**src/rtl/isp_frame_window_ctrl.sv**
```systemverilog
// Raw-frame window sequencer: tracks the pixel position in the raw frame,
// crops a WIN_W x WIN_H window and tags each output pixel with its Bayer
// phase. Window origin and Bayer pattern change only at frame boundaries.
module isp_frame_window_ctrl #(
    parameter int          DATA_W     = 8,
    parameter int          RAW_HPIXEL = 1936,
    parameter int          RAW_VPIXEL = 1088,
    parameter int          WIN_W      = 640,
    parameter int          WIN_H      = 480,
    parameter int          WIN_X_DEF  = 500,
    parameter int          WIN_Y_DEF  = 500,
    parameter logic [1:0]  BAYER_DEF  = 2'd0
) (
    input  logic              clk,
    input  logic              rst,
    input  logic              ctrl_en,
    input  logic              in_valid,
    input  logic [DATA_W-1:0] in_data,
    input  logic              cfg_valid,
    input  logic [10:0]       cfg_win_x,
    input  logic [10:0]       cfg_win_y,
    input  logic [1:0]        cfg_bayer,
    output logic              cfg_ready,
    output logic              cfg_err,
    output logic              out_valid,
    output logic [DATA_W-1:0] out_data,
    output logic [1:0]        out_phase,
    output logic              out_sof,
    output logic              out_eol,
    output logic              out_eof,
    output logic              busy,
    output logic [15:0]       frame_cnt
);

    localparam logic [10:0] H_LAST  = 11'(RAW_HPIXEL - 1);
    localparam logic [10:0] V_LAST  = 11'(RAW_VPIXEL - 1);
    localparam logic [11:0] RAW_W12 = 12'(RAW_HPIXEL);
    localparam logic [11:0] RAW_H12 = 12'(RAW_VPIXEL);
    localparam logic [11:0] WIN_W12 = 12'(WIN_W);
    localparam logic [11:0] WIN_H12 = 12'(WIN_H);

    typedef enum logic [1:0] {
        IDLE = 2'd0,
        RUN  = 2'd1,
        STOP = 2'd2
    } state_e;

    state_e              state_q, state_d;
    logic [10:0]         h_cnt_q, h_cnt_d;
    logic [10:0]         v_cnt_q, v_cnt_d;
    logic [15:0]         frame_cnt_q, frame_cnt_d;

    // Active configuration (used by the window logic) and the pending slot.
    logic [10:0]         win_x_q, win_x_d;
    logic [10:0]         win_y_q, win_y_d;
    logic [1:0]          bayer_q, bayer_d;
    logic                pend_q, pend_d;
    logic [10:0]         pend_x_q, pend_x_d;
    logic [10:0]         pend_y_q, pend_y_d;
    logic [1:0]          pend_bayer_q, pend_bayer_d;
    logic                cfg_err_q, cfg_err_d;

    logic                out_valid_q, out_valid_d;
    logic [DATA_W-1:0]   out_data_q, out_data_d;
    logic [1:0]          out_phase_q, out_phase_d;
    logic                out_sof_q, out_sof_d;
    logic                out_eol_q, out_eol_d;
    logic                out_eof_q, out_eof_d;

    // Shared decode used by the FSM, counters and config logic.
    logic                cnt_en;
    logic                frame_end;
    logic                cfg_acc;
    logic                cfg_fits;
    logic [11:0]         cfg_x_end, cfg_y_end;
    logic [11:0]         h_ext, v_ext;
    logic [11:0]         win_x_ext, win_y_ext;
    logic [11:0]         win_x_last, win_y_last;
    logic                in_win;

    assign cnt_en    = (state_q != IDLE) && in_valid;
    assign frame_end = cnt_en && (h_cnt_q == H_LAST) && (v_cnt_q == V_LAST);

    // The slot is free whenever nothing is pending, so acceptance needs no
    // extra arbitration against the frame-boundary apply.
    assign cfg_acc   = cfg_valid && !pend_q;
    assign cfg_x_end = {1'b0, cfg_win_x} + WIN_W12;
    assign cfg_y_end = {1'b0, cfg_win_y} + WIN_H12;
    assign cfg_fits  = (cfg_x_end <= RAW_W12) && (cfg_y_end <= RAW_H12);

    assign h_ext      = {1'b0, h_cnt_q};
    assign v_ext      = {1'b0, v_cnt_q};
    assign win_x_ext  = {1'b0, win_x_q};
    assign win_y_ext  = {1'b0, win_y_q};
    assign win_x_last = win_x_ext + WIN_W12 - 12'd1;
    assign win_y_last = win_y_ext + WIN_H12 - 12'd1;
    assign in_win     = cnt_en
                     && (h_ext >= win_x_ext) && (h_ext <= win_x_last)
                     && (v_ext >= win_y_ext) && (v_ext <= win_y_last);

    // Run-state sequencing: STOP lets the current frame complete before IDLE.
    always_comb begin
        // NOTE: every signal assigned in always_comb gets a default first so
        // no path through the case leaves it unassigned and infers a latch.
        state_d = state_q;
        unique case (state_q)
            IDLE: if (ctrl_en) state_d = RUN;
            RUN:  if (!ctrl_en) state_d = frame_end ? IDLE : STOP;
            STOP: begin
                if (ctrl_en)        state_d = RUN;
                else if (frame_end) state_d = IDLE;
            end
            default: state_d = IDLE;
        endcase
    end

    // Raw-frame position counters and the completed-frame counter.
    always_comb begin
        h_cnt_d     = h_cnt_q;
        v_cnt_d     = v_cnt_q;
        frame_cnt_d = frame_cnt_q;
        if (state_q == IDLE) begin
            h_cnt_d = '0;
            v_cnt_d = '0;
        end else if (cnt_en) begin
            if (h_cnt_q == H_LAST) begin
                h_cnt_d = '0;
                v_cnt_d = (v_cnt_q == V_LAST) ? 11'd0 : v_cnt_q + 11'd1;
            end else begin
                h_cnt_d = h_cnt_q + 11'd1;
            end
        end
        if (frame_end) frame_cnt_d = frame_cnt_q + 16'd1;
    end

    // Config handshake: reject, apply now (IDLE), or park until frame end.
    always_comb begin
        win_x_d      = win_x_q;
        win_y_d      = win_y_q;
        bayer_d      = bayer_q;
        pend_d       = pend_q;
        pend_x_d     = pend_x_q;
        pend_y_d     = pend_y_q;
        pend_bayer_d = pend_bayer_q;
        cfg_err_d    = 1'b0;
        if (frame_end && pend_q) begin
            win_x_d = pend_x_q;
            win_y_d = pend_y_q;
            bayer_d = pend_bayer_q;
            pend_d  = 1'b0;
        end
        // A request taken on a boundary cycle sees pend_q=0 here, so it is
        // parked and only applied at the following boundary.
        if (cfg_acc) begin
            if (!cfg_fits) begin
                cfg_err_d = 1'b1;
            end else if (state_q == IDLE) begin
                win_x_d = cfg_win_x;
                win_y_d = cfg_win_y;
                bayer_d = cfg_bayer;
            end else begin
                pend_d       = 1'b1;
                pend_x_d     = cfg_win_x;
                pend_y_d     = cfg_win_y;
                pend_bayer_d = cfg_bayer;
            end
        end
    end

    // Window crop and marker generation, registered with the pixel.
    always_comb begin
        out_valid_d = in_win;
        out_data_d  = in_win ? in_data : '0;
        out_phase_d = in_win ? (bayer_q ^ {v_cnt_q[0], h_cnt_q[0]}) : 2'b00;
        out_sof_d   = in_win && (h_cnt_q == win_x_q) && (v_cnt_q == win_y_q);
        out_eol_d   = in_win && (h_ext == win_x_last);
        out_eof_d   = out_eol_d && (v_ext == win_y_last);
    end

    // State register with synchronous reset.
    always_ff @(posedge clk) begin
        // NOTE: sequential state uses non-blocking assignments so every
        // register samples the pre-edge values, independent of statement order.
        if (rst) begin
            state_q      <= IDLE;
            h_cnt_q      <= '0;
            v_cnt_q      <= '0;
            frame_cnt_q  <= '0;
            win_x_q      <= 11'(WIN_X_DEF);
            win_y_q      <= 11'(WIN_Y_DEF);
            bayer_q      <= BAYER_DEF;
            pend_q       <= 1'b0;
            pend_x_q     <= '0;
            pend_y_q     <= '0;
            pend_bayer_q <= '0;
            cfg_err_q    <= 1'b0;
            out_valid_q  <= 1'b0;
            out_data_q   <= '0;
            out_phase_q  <= '0;
            out_sof_q    <= 1'b0;
            out_eol_q    <= 1'b0;
            out_eof_q    <= 1'b0;
        end else begin
            state_q      <= state_d;
            h_cnt_q      <= h_cnt_d;
            v_cnt_q      <= v_cnt_d;
            frame_cnt_q  <= frame_cnt_d;
            win_x_q      <= win_x_d;
            win_y_q      <= win_y_d;
            bayer_q      <= bayer_d;
            pend_q       <= pend_d;
            pend_x_q     <= pend_x_d;
            pend_y_q     <= pend_y_d;
            pend_bayer_q <= pend_bayer_d;
            cfg_err_q    <= cfg_err_d;
            out_valid_q  <= out_valid_d;
            out_data_q   <= out_data_d;
            out_phase_q  <= out_phase_d;
            out_sof_q    <= out_sof_d;
            out_eol_q    <= out_eol_d;
            out_eof_q    <= out_eof_d;
        end
    end

    assign cfg_ready = !pend_q;
    assign cfg_err   = cfg_err_q;
    assign out_valid = out_valid_q;
    assign out_data  = out_data_q;
    assign out_phase = out_phase_q;
    assign out_sof   = out_sof_q;
    assign out_eol   = out_eol_q;
    assign out_eof   = out_eof_q;
    assign busy      = (state_q != IDLE);
    assign frame_cnt = frame_cnt_q;

endmodule

```
**config.mk**
```make
export PLATFORM = sky130hd
export DESIGN_NAME = isp_frame_window_ctrl
export DESIGN_NICKNAME = d
export VERILOG_FILES = /design/src/rtl/isp_frame_window_ctrl.sv
export SDC_FILE = /design/constraint.sdc
export NUM_CORES = 1
export LEC_CHECK = 0
export ABC_AREA = 0
export BUFFER_PORTS_ARGS = -buffer_cell sky130_fd_sc_hd__buf_2
export CAP_MARGIN = 0
export CORE_MARGIN = 4
export CORE_UTILIZATION = 65
export CTS_BUF_LIST = sky130_fd_sc_hd__clkbuf_8
export DETAILED_ROUTE_END_ITERATION = 10
export GPL_ROUTABILITY_DRIVEN = 0
export PLACE_DENSITY_LB_ADDON = 0.15
export SYNTH_ARGS = -nofsm -noshare
export SYNTH_HDL_FRONTEND = slang
export SYNTH_SLANG_ARGS = --single-unit
```
**constraint.sdc**
```tcl
create_clock -name clk -period 6.3 [get_ports clk]
set_input_delay 0.945 -clock clk [delete_from_list [all_inputs] [get_ports clk]]
set_output_delay 0.945 -clock clk [all_outputs]
set_load 0.05 [all_outputs]
```
# --- After elaboration in Yosys (flattened, before gate mapping) ---
# Cells that the tools add are included.
word_totals:
  word_cells: 96
  out_inout_bits: 33
  inputBits: 37
  ff_bits: 104
classes:
  n_reduce_logical: 23
  addsub: 9
  eq_ne: 11
  n_mux: 25
  bitwise_logic: 4
  magnitude_cmp: 6
op_table:
  columns: ["operator", "count"]
  rows:
  - ["two-way mux 11 bit", 10]
  - ["adder 11 x 10 -> 12 bit (second input constant)", 2]
  - ["adder 11 x 9 -> 12 bit (second input constant)", 2]
  - ["equality test 11 x 12 -> 1 bit", 2]
  - ["<= comparator 11 x 12 -> 1 bit", 2]
  - ["<= comparator 12 x 11 -> 1 bit (second input constant)", 2]
  - ["subtractor 12 x 1 -> 12 bit (second input constant)", 2]
  - ["adder 11 x 1 -> 11 bit (second input constant)", 2]
  - ["equality test 11 bit", 2]
  - ["equality test 11 bit (second input constant)", 2]
  - [">= comparator 11 bit", 2]
  - ["two-way mux 2 bit", 9]
  - ["adder 16 x 1 -> 16 bit (second input constant)", 1]
  - ["logical AND 1 bit", 14]
  - ["case mux 2 bit (3 select lines)", 1]
  - ["AND reduction 3 bit", 2]
  - ["OR reduction 2 bit", 3]
  - ["two-way mux 1 bit", 5]
  - ["!= test 2 bit (second input constant)", 2]
  - ["!= test 3 bit (second input constant)", 1]
  - ["inverter 1 bit", 3]
  - ["equality test 2 x 1 -> 1 bit (second input constant)", 1]
  - ["equality test 2 bit (second input constant)", 1]
  - ["logical NOT 2 bit", 1]
  - ["other kinds (4)", 4]

# --- Longest topological paths before layout ---
# Gate-level depths: netlist of the first run.
logic_depth:
  depth_word: 9
  depth_mapped: 13
  ltp_nobuf: 12

# --- Worst setup path before layout of the first run ---
# No wires, ideal clock.
synth_timing:
  path_type: "register -> register"
  start: "reg win_y_q[0]"
  end: "reg out_data_q[7] (netlist: out_data[7])"
  arrival_time_ns: 2.785
  period_less_slack_ns: 2.864
  setup_time_ns: 0.080
  setup_slack_ns: 3.436
  stages_incl_launch_ff: 12
  required_ns: 6.220
  n_path_buf: 1
  path_cell_list: "dfxtp_1 > or4_1 > or3_1 > nand2_1 > ha_1 > a21o_1 > a21oi_1 > o21ai_0 > a2111oi_0 > o311ai_1 > buf_4 > nor3b_1"
synth_via:
  elab_chain_cells: 6
  word_cells_on_any_way: 8
  cone_classes: "2 x add/sub; 2 x order compare; 1 x bitwise; 3 x reduce/logical"
synth_rtl:
  columns: ["element", "line", "source"]
  rows:
  - ["from (decl)", "55", "logic [10:0] win_y_q, win_y_d;"]
  - ["from (signal assigned)", "190", "win_y_q <= 11'(WIN_Y_DEF);"]
  - ["from (signal assigned)", "209", "win_y_q <= win_y_d;"]
  - ["adder 11 x 9 -> 12 bit", "96", "assign win_y_last = win_y_ext + WIN_H12 - 12'd1;"]
  - ["subtractor 12 x 1 -> 12 bit", "96", null]
  - ["<= comparator 11 x 12 -> 1 bit", "99", "&& (v_ext >= win_y_ext) && (v_ext <= win_y_last);"]
  - ["logical AND 1 bit (*)", "99", null]
  - ["inverter 1 bit (no line) (*)", null, null]
  - ["OR reduction 2 bit (no line) (*)", null, null]
  - ["to (signal assigned)", "217", "out_data_q <= out_data_d;"]
  - ["to (decl)", "64", "logic [DATA_W-1:0] out_data_q, out_data_d;"]
# Every way passes the cells marked *; elsewhere a longest branch is shown, timed or not.
# A chain may end at the register's enable or synchronous reset.

# --- Final worst setup path of the first run ---
layout_timing:
  start: "reg win_y_q[0]"
  end: "reg out_eol_q (netlist: out_eol)"
layout_via:
  elab_chain_cells: 5
  word_cells_on_any_way: 7
  cone_classes: "2 x add/sub; 2 x order compare; 3 x reduce/logical"
layout_rtl:
  columns: ["element", "line", "source"]
  rows:
  - ["adder 11 x 9 -> 12 bit", "96", null]
  - ["subtractor 12 x 1 -> 12 bit", "96", null]
  - ["<= comparator 11 x 12 -> 1 bit", "99", null]
  - ["logical AND 1 bit (*)", "99", null]
  - ["logical AND 1 bit (*)", "176", "out_eol_d = in_win && (h_ext == win_x_last);"]
  - ["to (signal assigned)", "220", "out_eol_q <= out_eol_d;"]
  - ["to (decl)", "67", "logic out_eol_q, out_eol_d;"]
# Marks and branches as above.

==> results_dict.tcl, run 1 <==
set metrics [dict create \
    status "completed" \
    fin_area_um2 6360 \
    synth_top_cell_area_share 0.359 \
    hpwlAfterDp_mm 9.69 \
    grt_overflow 0 \
    maxSlewViolCount 0 \
    grt_max_degree 72 \
    p_leak_nw 3.09 \
    port_buffers 69 \
    cp_max_fo 11 \
    period_minus_slack_ns 3.54 \
    row_count 34 \
    drt-total-wl_mm 12.9 \
    netlist_area_um2 5790 \
    insertion_delay_ns 0.38 \
    min_path_type "reg2reg" \
    cts_setup_buffers 0 \
    setup_tns_ns 0 \
    skew_ns 0.0222 \
    cp_slowest_stage_delay_ns 0.55 \
    clkTransAtPathRegs_ns 0.11 \
    synth-main-ff-cell "dfxtp_1" \
    yosys_warnings 0 \
    drc 0 \
    h-tree-depth 3 \
    synth-async-reset-ratio 0 \
    cts_tree "built" \
    syn_nets 728 \
    path_cells "inv_1 > ha_1 > nand3_1 > o21ai_0 > a21oi_1 > xnor2_1 > ha_1 > nand4_1 > a21oi_1 > a2111oi_0 > o311ai_1 > buf_4 > nor3b_1" \
    grt_pass1_wl_mm 21.9 \
    antenna_cells 0 \
    synthToLayoutAreaGrowth_pct 9.85 \
    rsz0062_at_grt "no" \
    ys_ff_latch 104 \
    coreArea_um2 8680 \
    fmax_mhz 283 \
    path_class "reg2reg" \
    setup_viol 0 \
    vias 4841 \
    cp_top_family "compound AO/OA/AOI/OAI gates" \
    layout-drive-gt1-share 0.149 \
    cts_buffer_depth 2 \
    ant_nets 0 \
    ys_top_cells_by_area "dfxtp_1 (36%), ha_1 (11%), mux2i_1 (8.5%), nor2_1 (5.2%), xnor2_1 (4.1%)" \
    vdd_drop_max_v 0.000115 \
    cts_hold_buffers 0 \
    startpoint_type "register" \
    dpl_cell_area_um2 6170 \
    slowest_stage "a2111oi_0" \
    synth_area_leader_cell "dfxtp_1" \
    fin_crit_sh 0.562 \
    cp.arrival_ns 3.80 \
    power.density_nw_per_um2 191 \
    nNetsFinal 788 \
    max_slew_margin 0.256 \
    synth_edf_count 0 \
    start_util 0.668 \
    io_pins 70 \
    gr-usage-all-layers 0.259 \
    layout_commonest_cell "dfxtp_1" \
    drt_pass1_iterations 5 \
    die_w_um 102 \
    dieArea_um2 10500 \
    cts-root-buf "clkbuf_8" \
    cts_resized 0 \
    syn_area_per_cell_um2 9.05 \
    vias_per_cell 5.95 \
    grt_pass1_vias 4733 \
    crit_path_end_kind "register" \
    drt_iter0_drc 196 \
    wl_per_cell_um 15.9 \
    cts_num_sinks 104 \
    hold_violations 0 \
    worst_slew_pin_slew_ns 1.11 \
    yosysUniqueCellTypes 57 \
    ys_seq_area_frac 0.359 \
    drv_cap 0 \
    fin_util 0.733 \
    final_cell_mix "dfxtp_1 (104), nor2_1 (81), buf_2 (69)" \
    die_y_um 102 \
    antenna_found_initial 0 \
    cts_inserted_buffers 9 \
    synthCells 640 \
    cp_num_buf_inv 2 \
    required_ns 6.56 \
]
==> state kept, by name, indices dropped and copies added, names as in the netlist <==
signal / cells
out_valid: 1
out_sof: 1
win_x_q: 11
pend_y_q: 11
frame_cnt: 16
out_eol: 1
h_cnt_q: 11
win_y_q: 11
v_cnt_q: 11
out_eof: 1
pend_bayer_q: 2
out_phase: 2
pend_q: 1
state_q: 2
out_data: 8
cfg_err: 1
pend_x_q: 11
bayer_q: 2
==> through the flow <==
| stage | hold WS, ns | worst slack, ns | cells | power [mW] |
|---|---|---|---|---|
| 6_report | 0.507 | 2.76 | 813 | 1.21 |
| 5_1_grt | 0.543 | 2.44 | 813 | 1.27 |
| 4_1_cts | 0.513 | 2.82 | 813 | 1.22 |
| 3_5_place_dp | 0.484 | 2.65 | 797 | 0.815 |
| 3_3_place_gp | 0.470 | 2.70 | 797 | 0.808 |
| 2_1_floorplan | 0.459 | 3.44 | 640 | 0.776 |
==> worst paths after layout <==
path	start	end	slack [ns]	cells past startpoint
worst min register to register	pend_x_q[7]	pend_x_q[7]	0.51	2
worst max register to register	win_y_q[0]	out_eol	2.76	13
worst min-delay path	pend_x_q[7]	pend_x_q[7]	0.51	2
worst max-delay path	win_y_q[0]	out_eol	2.76	13
==> per-layer routing <==
layer	wire length, um	up-vias	track usage
met2	6110	147	0.435
met1	5800	2293	0.339
met4	209	0	0.0827
met3	766	24	0.0478
met5	0	-	0
li1	-	2377	-
==> final cells by class <==
cell class,count,area (um2)
Fill cell,670,2310
Sequential cell,104,2080
Inverter,35,131
Timing Repair Buffer,71,360
Tap cell,108,135
Multi-Input combinational cell,479,3460
Clock inverter,7,70.1
Clock buffer,9,124
==> logic make-up (layout without fill, tap and decap cells) <==
kind of cell	after synthesis	count (layout)	synth area share
and+or+nand+nor	237	237	0.213
DFF	104	104	0.359
AOI/OAI and AO/OA	85	85	0.0972
muxes	58	58	0.105
buffers and inverters	57	122	0.0432
adders and majority gates	51	51	0.110
xor gates and xnor gates	48	48	0.0726
==> power breakdown <==
part	switching (mW)	internal, mW
clock network	0.255	0.156
registers	0.0126	0.669
logic	0.0696	0.0504
total	0.337	0.876
==> worst min-delay path: stages, from the launching register on <==
cell     delay [ns]
dfxtp_1        0.34
mux2i_1        0.06
nor2_1         0.07
==> cell usage after synthesis (12+ instances only) <==
library cell and instances:
mux2i_1 49, inv_1 35, nor2_1 81, xnor2_1 27, nand3_1 24, ha_1 51, dfxtp_1 104, nor3_1 13
o21ai_0 14, nand4_1 12, xor2_1 21, and3_1 15, a21oi_1 21, nand2_1 39, a211oi_1 16
Note: power is estimated with default switching activity, not from simulation.
==> inputs of run 2 (changes only) <==
ABC_AREA = 1   (was 0)
CORE_UTILIZATION = 55   (was 65)
clock period = 3.1 ns   (was 6.3 ns; I/O delays follow)
==> run 2 against run 1 <==
  * Clock power rose by 100%
  * Count of clock-buffer cells in the layout did not move
  * Synthesized cell count rose by 52%
  * Die area rose by 30%
  * First-iteration DRC count rose by 140%
  * Power rose by 110%
  * Design area rose by 13%
  * Worst hold slack got worse by 0.22 ns
  * Non-clock buffer count rose by 9
  * Critical endpoint is now out_sof
  * Largest cell class unchanged
==> results_dict.tcl, run 2 <==
set metrics [dict create \
    status "completed" \
    io_pins 70 \
    fmax_mhz 358 \
    grt_pass1_vias 5319 \
    synthCells 970 \
    holdPathStages 2 \
    p_leak_nw 3.40 \
    dieArea_um2 13700 \
    ys_seq_area_frac 0.319 \
    hpwlAfterDp_mm 11.6 \
    cp_slowest_stage_delay_ns 0.34 \
    wl_per_cell_um 13.3 \
    largest_reg_flops 16 \
    netlist_area_um2 6520 \
    ant_nets 0 \
    r2r_setup_slack_ns 0.31 \
    vias_per_cell 5.18 \
    grt_max_degree 40 \
    synth_edf_count 0 \
    r2r-end "out_sof" \
    synth_top_cell_area_share 0.319 \
    ys_ff_latch 104 \
    clkTransAtPathRegs_ns 0.10 \
    yosys-top-cells-count "nand2_1 (248), inv_1 (128), dfxtp_1 (104), nor2_1 (104)" \
    worstRegToRegCells 17 \
    synthToLayoutAreaGrowth_pct 10.1 \
    r2r-start "win_x_q[0]" \
    path_class "reg2reg" \
    cp_num_buf_inv 1 \
    vias 6095 \
    crit_path_end_kind "register" \
    port_buffers 69 \
    insertion_delay_ns 0.38 \
    crit_start "win_x_q[0]" \
    worst_slew_pin_slew_ns 0.606 \
    yosys_warnings 0 \
    cts_tree "built" \
    hold_violations 0 \
    start_util 0.566 \
    drv_cap 0 \
    cts_setup_buffers 0 \
    grt_overflow 0 \
    syn_nets 1058 \
    layout-drive-gt1-share 0.119 \
    synth_area_leader_cell "dfxtp_1" \
    synth.most_common_cell "nand2_1" \
    cp_max_fo 12 \
    drc 0 \
    h-tree-depth 3 \
    gr-usage-all-layers 0.237 \
    setup_viol 0 \
    power_mw 2.59 \
    fin_crit_sh 0.901 \
    row_count 39 \
    cts_inserted_buffers 9 \
    drt_iter0_drc 462 \
    slowest_stage "dfxtp_1" \
    coreArea_um2 11500 \
    cts_num_sinks 104 \
    maxSlewViolCount 0 \
    synth-async-reset-ratio 0 \
    cp.arrival_ns 3.09 \
    place_inst 1161 \
    ys_top_cells_by_area "dfxtp_1 (32%), nand2_1 (14%), ha_1 (9.8%), inv_1 (7.4%), nor2_1 (6.0%)" \
    yosysUniqueCellTypes 39 \
    grt_pass1_wl_mm 25.9 \
    startpoint_type "register" \
    drt-total-wl_mm 15.6 \
    power.density_nw_per_um2 362 \
    min-delay-start "ctrl_en" \
    drt_pass1_iterations 5 \
    dpl_cell_area_um2 6950 \
    min_path_type "in2reg" \
    worst_hold_path.endpoint "state_q[1]" \
    fin_area_um2 7170 \
    synth-main-ff-cell "dfxtp_1" \
    cts-root-buf "clkbuf_8" \
    die_w_um 117 \
    cp_top_family "simple AND/OR/NAND/NOR gates" \
    antenna_cells 0 \
    fin_cells 1176 \
    max_slew_margin 0.595 \
    final_cell_mix "nand2_1 (247), inv_1 (130), dfxtp_1 (104)" \
    vdd_drop_max_v 0.000358 \
    cts_buffer_depth 2 \
    die_y_um 117 \
    path_cells "inv_1 > ha_1 > nand3_1 > nor3_2 > nand2_1 > nand2_1 > o21ai_0 > xor2_1 > ha_1 > nand2_1 > nor2_2 > nand2_1 > nor2_2 > nand4_1 > nand3_2 > nand2_4 > nor3_1" \
    required_ns 3.39 \
    period_minus_slack_ns 2.79 \
    nNetsFinal 1117 \
    skew_ns 0.0160 \
    layout_commonest_cell "nand2_1" \
    syn_area_per_cell_um2 6.72 \
    antenna_found_initial 0 \
    cp_common_cell "nand2_1" \
]
[run 2: cell types whose count changed after synthesis, sizes merged, moves of 9 or more]
cell    change
nor3       +17
mux2i      -49
nand3      +48
buf        +10
and3       -15
nor2       +30
xnor2      -21
nand4      +22
inv        +97
mux2        -9
a211oi     -16
nand2     +210
a21oi      +49
[run 2: timing repair]
| action | 4_1_cts | 5_1_grt |
|---|---|---|
| endpoints found under the setup margin | 0 | 14 |
| resized for setup | 0 | 10 |
| hold buffers | 0 | 0 |
[run 2: cells by family after synthesis]
group / after synthesis / share of synthesized area
AO/OA/AOI/OAI: 104 / 0.0835
XOR/XNOR: 35 / 0.0470
adder cells (fa/ha/maj): 51 / 0.0979
buffers and inverters: 164 / 0.104
flip-flops: 104 / 0.319
AND/OR/NAND/NOR: 512 / 0.348
[run 2: power breakdown]
group	total (mW)	switching, mW	internal (mW)
combinational	0.370	0.244	0.126
clock	0.831	0.463	0.368
sequential	1.39	0.0271	1.37
total	2.59	0.734	1.86
[run 2: routing by layer]
layer | global-route usage | vias up | routed length (um)
li1 | - | 3232 | -
met1 | 0.346 | 2684 | 7830
met2 | 0.361 | 164 | 6730
met3 | 0.0447 | 15 | 931
met4 | 0.0581 | 0 | 152
met5 | 0 | - | 0
[run 2: layout make-up]
| class | instances | area [um2] |
|---|---|---|
| clock buffer | 9 | 124 |
| clock inverter | 6 | 62.6 |
| fill | 1115 | 4340 |
| timing repair buffer | 80 | 428 |
| tap | 143 | 179 |
| multi-input combinational | 702 | 3800 |
| inverter | 132 | 495 |
| sequential | 104 | 2080 |
[run 2: worst reg2reg max path, delay by kind of cell, from the launching register on]
| family | cells | cell delay (ns) |
|---|---|---|
| compound gates | 1 | 0.10 |
| simple gates | 12 | 1.50 |
| xor+xnor | 1 | 0.15 |
| flops | 1 | 0.34 |
| fa+ha+maj | 2 | 0.52 |
| buf+inv | 1 | 0.11 |
[run 2: worst max-delay path by stage]
stage,cells after the start,to
3_5_place_dp,17,out_data[1]
2_1_floorplan,18,out_data[0]
3_3_place_gp,17,out_data[6]
5_1_grt,17,out_data[3]
4_1_cts,17,out_data[1]
6_report,17,out_sof
[run 2: per-stage QoR]
stage	setup TNS, ns	util	hold WS (ns)	setup WS [ns]
after floorplan	0	-	0.440	0.506
after detailed placement	0	0.603	0.454	0.0602
after global routing	-0.0822	0.623	0.272	-0.0218
after CTS	0	0.619	0.260	0.0258
final	0	0.623	0.285	0.306
after global placement	0	0.603	0.450	0.214
==> inputs of run 3 (changes only) <==
CORE_MARGIN = 2   (was 4)
PLACE_DENSITY = 0.78   (was default)
PLACE_DENSITY_LB_ADDON = default   (was 0.15)
==> run 3 against run 2 <==
  * Flip-flop and latch count is the same
  * Setup slack better by 0.028 ns
  * Utilization is essentially flat
  * Die area down 6.7%
  * Sequential power hardly changed
  * Global-route usage increased by 1.4 points
  * Cell count down 0.17%
  * Via count increased by 1.8%
  * Combinational power hardly changed
  * Non-clock buffer count fell by 3
  * Wire length up 1.5%
  * Worst hold slack worse by 0.021 ns
  * Critical endpoint is now out_data[4]
  * Largest power group unchanged
  * Highest routed layer unchanged
==> results_dict.tcl, run 3 (synthesis gave the netlist of run 2 again) <==
set metrics [dict create \
    status "completed" \
    ant_nets 0 \
    die_w_um 113 \
    insertion_delay_ns 0.39 \
    synthToLayoutAreaGrowth_pct 9.64 \
    min_path_type "in2reg" \
    maxSlewViolCount 0 \
    p_clk_frac 0.325 \
    required_ns 3.40 \
    cp_num_buf_inv 1 \
    r2r-end "out_data[4]" \
    grt_overflow 0 \
    worstRegToRegCells 17 \
    p_int_mw 1.86 \
    crit_path_end_kind "register" \
    worst_slew_pin_slew_ns 0.935 \
    path_cells "inv_1 > ha_1 > nand3_1 > nor3_2 > nand2_1 > nand2_1 > o21ai_0 > xor2_1 > ha_1 > nand2_1 > nor2_2 > nand2_1 > nor2_1 > nand4_1 > nand3_1 > nand2_4 > nor3_1" \
    io_pins 70 \
    cts_tree "built" \
    grt_pass1_vias 5524 \
    clkTransAtPathRegs_ns 0.10 \
    r2r-start "win_x_q[0]" \
    cp_max_fo 12 \
    slowest_stage "dfxtp_1" \
    setup_tns_ns 0 \
    fillers 1047 \
    min-delay-start "ctrl_en" \
    cts_num_sinks 104 \
    cp.arrival_ns 3.07 \
    layout_commonest_cell "nand2_1" \
    start_util 0.568 \
    fmax_mhz 361 \
    drt_iter0_drc 416 \
    wl_per_cell_um 13.5 \
    vias_per_cell 5.28 \
    crit_start "win_x_q[0]" \
    drc 0 \
    fin_crit_sh 0.892 \
    cp_top_family "simple AND/OR/NAND/NOR gates" \
    holdPathStages 2 \
    r2r_setup_slack_ns 0.33 \
    hold_violations 0 \
    cts-root-buf "clkbuf_8" \
    cts_buffer_depth 2 \
    vdd_drop_max_v 0.000293 \
    largest_reg_flops 16 \
    hpwlAfterDp_mm 11.6 \
    nNetsFinal 1114 \
    power.density_nw_per_um2 365 \
    path_class "reg2reg" \
    dp_slack_ns 0.121 \
    antenna_found_initial 0 \
    holdWs_ns 0.265 \
    drt-total-wl_mm 15.9 \
    coreArea_um2 11500 \
    dieArea_um2 12700 \
    antenna_cells 0 \
    p_leak_nw 3.39 \
    fin_ws_ns 0.333 \
    h-tree-depth 3 \
    port_buffers 69 \
    worst_hold_path.endpoint "state_q[1]" \
    die_y_um 113 \
    combPwrFrac 0.142 \
    skew_ns 0.0149 \
    final_cell_mix "nand2_1 (247), inv_1 (131), dfxtp_1 (104)" \
    cts_inserted_buffers 9 \
    startpoint_type "register" \
    drt_pass1_iterations 5 \
    p_sw_mw 0.751 \
    layout-drive-gt1-share 0.112 \
    p_sw_frac 0.288 \
    vias 6202 \
    cp_common_cell "nand2_1" \
    drv_cap 0 \
    period_minus_slack_ns 2.77 \
    max_slew_margin 0.375 \
    seq_power_share 0.534 \
    grt_max_degree 41 \
    power_mw 2.61 \
    setup_viol 0 \
    grt_pass1_wl_mm 26.2 \
    cp_slowest_stage_delay_ns 0.34 \
    row_count 39 \
    gr-usage-all-layers 0.251 \
]
run 3: timing repair:
| action | 4_1_cts | 5_1_grt |
|---|---|---|
| resized for setup | 0 | 5 |
| buffers inserted | 0 | 0 |
| endpoints found under the setup margin | 0 | 14 |
| hold buffers | 0 | 0 |
run 3: metal layers:
layer | vias to the layer above | global-route usage | share of wire
met5 | - | 0 | 0
met4 | 0 | 0.0764 | 0.013
met3 | 17 | 0.0327 | 0.076
met2 | 196 | 0.386 | 0.43
met1 | 2759 | 0.368 | 0.48
li1 | 3230 | - | -
run 3: worst reg2reg max path, delay by kind of cell (launching register included):
kind | cells | cell delay (ns)
buffers and inverters | 1 | 0.12
adder cells (fa/ha/maj) | 2 | 0.52
AO/OA/AOI/OAI | 1 | 0.10
XOR/XNOR | 1 | 0.16
flip-flops | 1 | 0.34
AND/OR/NAND/NOR | 12 | 1.45
run 3: how the worst max path moves through the flow:
stage | cells past startpoint | endpoint | slack (ns)
2_1_floorplan | 18 | out_data[0] | 0.51
3_3_place_gp | 17 | out_data[2] | 0.25
3_5_place_dp | 17 | out_data[4] | 0.12
4_1_cts | 17 | out_data[4] | 0.09
5_1_grt | 17 | out_sof | -0.005
6_report | 17 | out_data[4] | 0.33
run 3: area by class of cell:
| cell class | instances | area [um2] | area share |
|---|---|---|---|
| clock buffer | 9 | 124 | 0.0173 |
| clock inverter | 7 | 66.3 | 0.00928 |
| inverter | 132 | 495 | 0.0693 |
| multi-input combinational | 702 | 3780 | 0.529 |
| sequential | 104 | 2080 | 0.291 |
| tap | 143 | 179 | 0.0250 |
| timing repair buffer | 77 | 418 | 0.0585 |
run 3: metrics by stage:
stage                     cell area [um2]  std cells  utilization
after floorplan                      6520        970            -
after global placement               6940       1158        0.605
after detailed placement             6940       1158        0.605
after CTS                            7130       1174        0.621
after global routing                 7150       1174        0.623
final                                7150       1174        0.623
run 3: power by group through the flow:
stage	clock (mW)	sequential, mW	combinational, mW
final	0.848	1.39	0.370
after global routing	0.915	1.40	0.421
after CTS	0.861	1.39	0.365
after detailed placement	0	1.42	0.364
after global placement	0	1.42	0.359
after floorplan	0	1.42	0.263
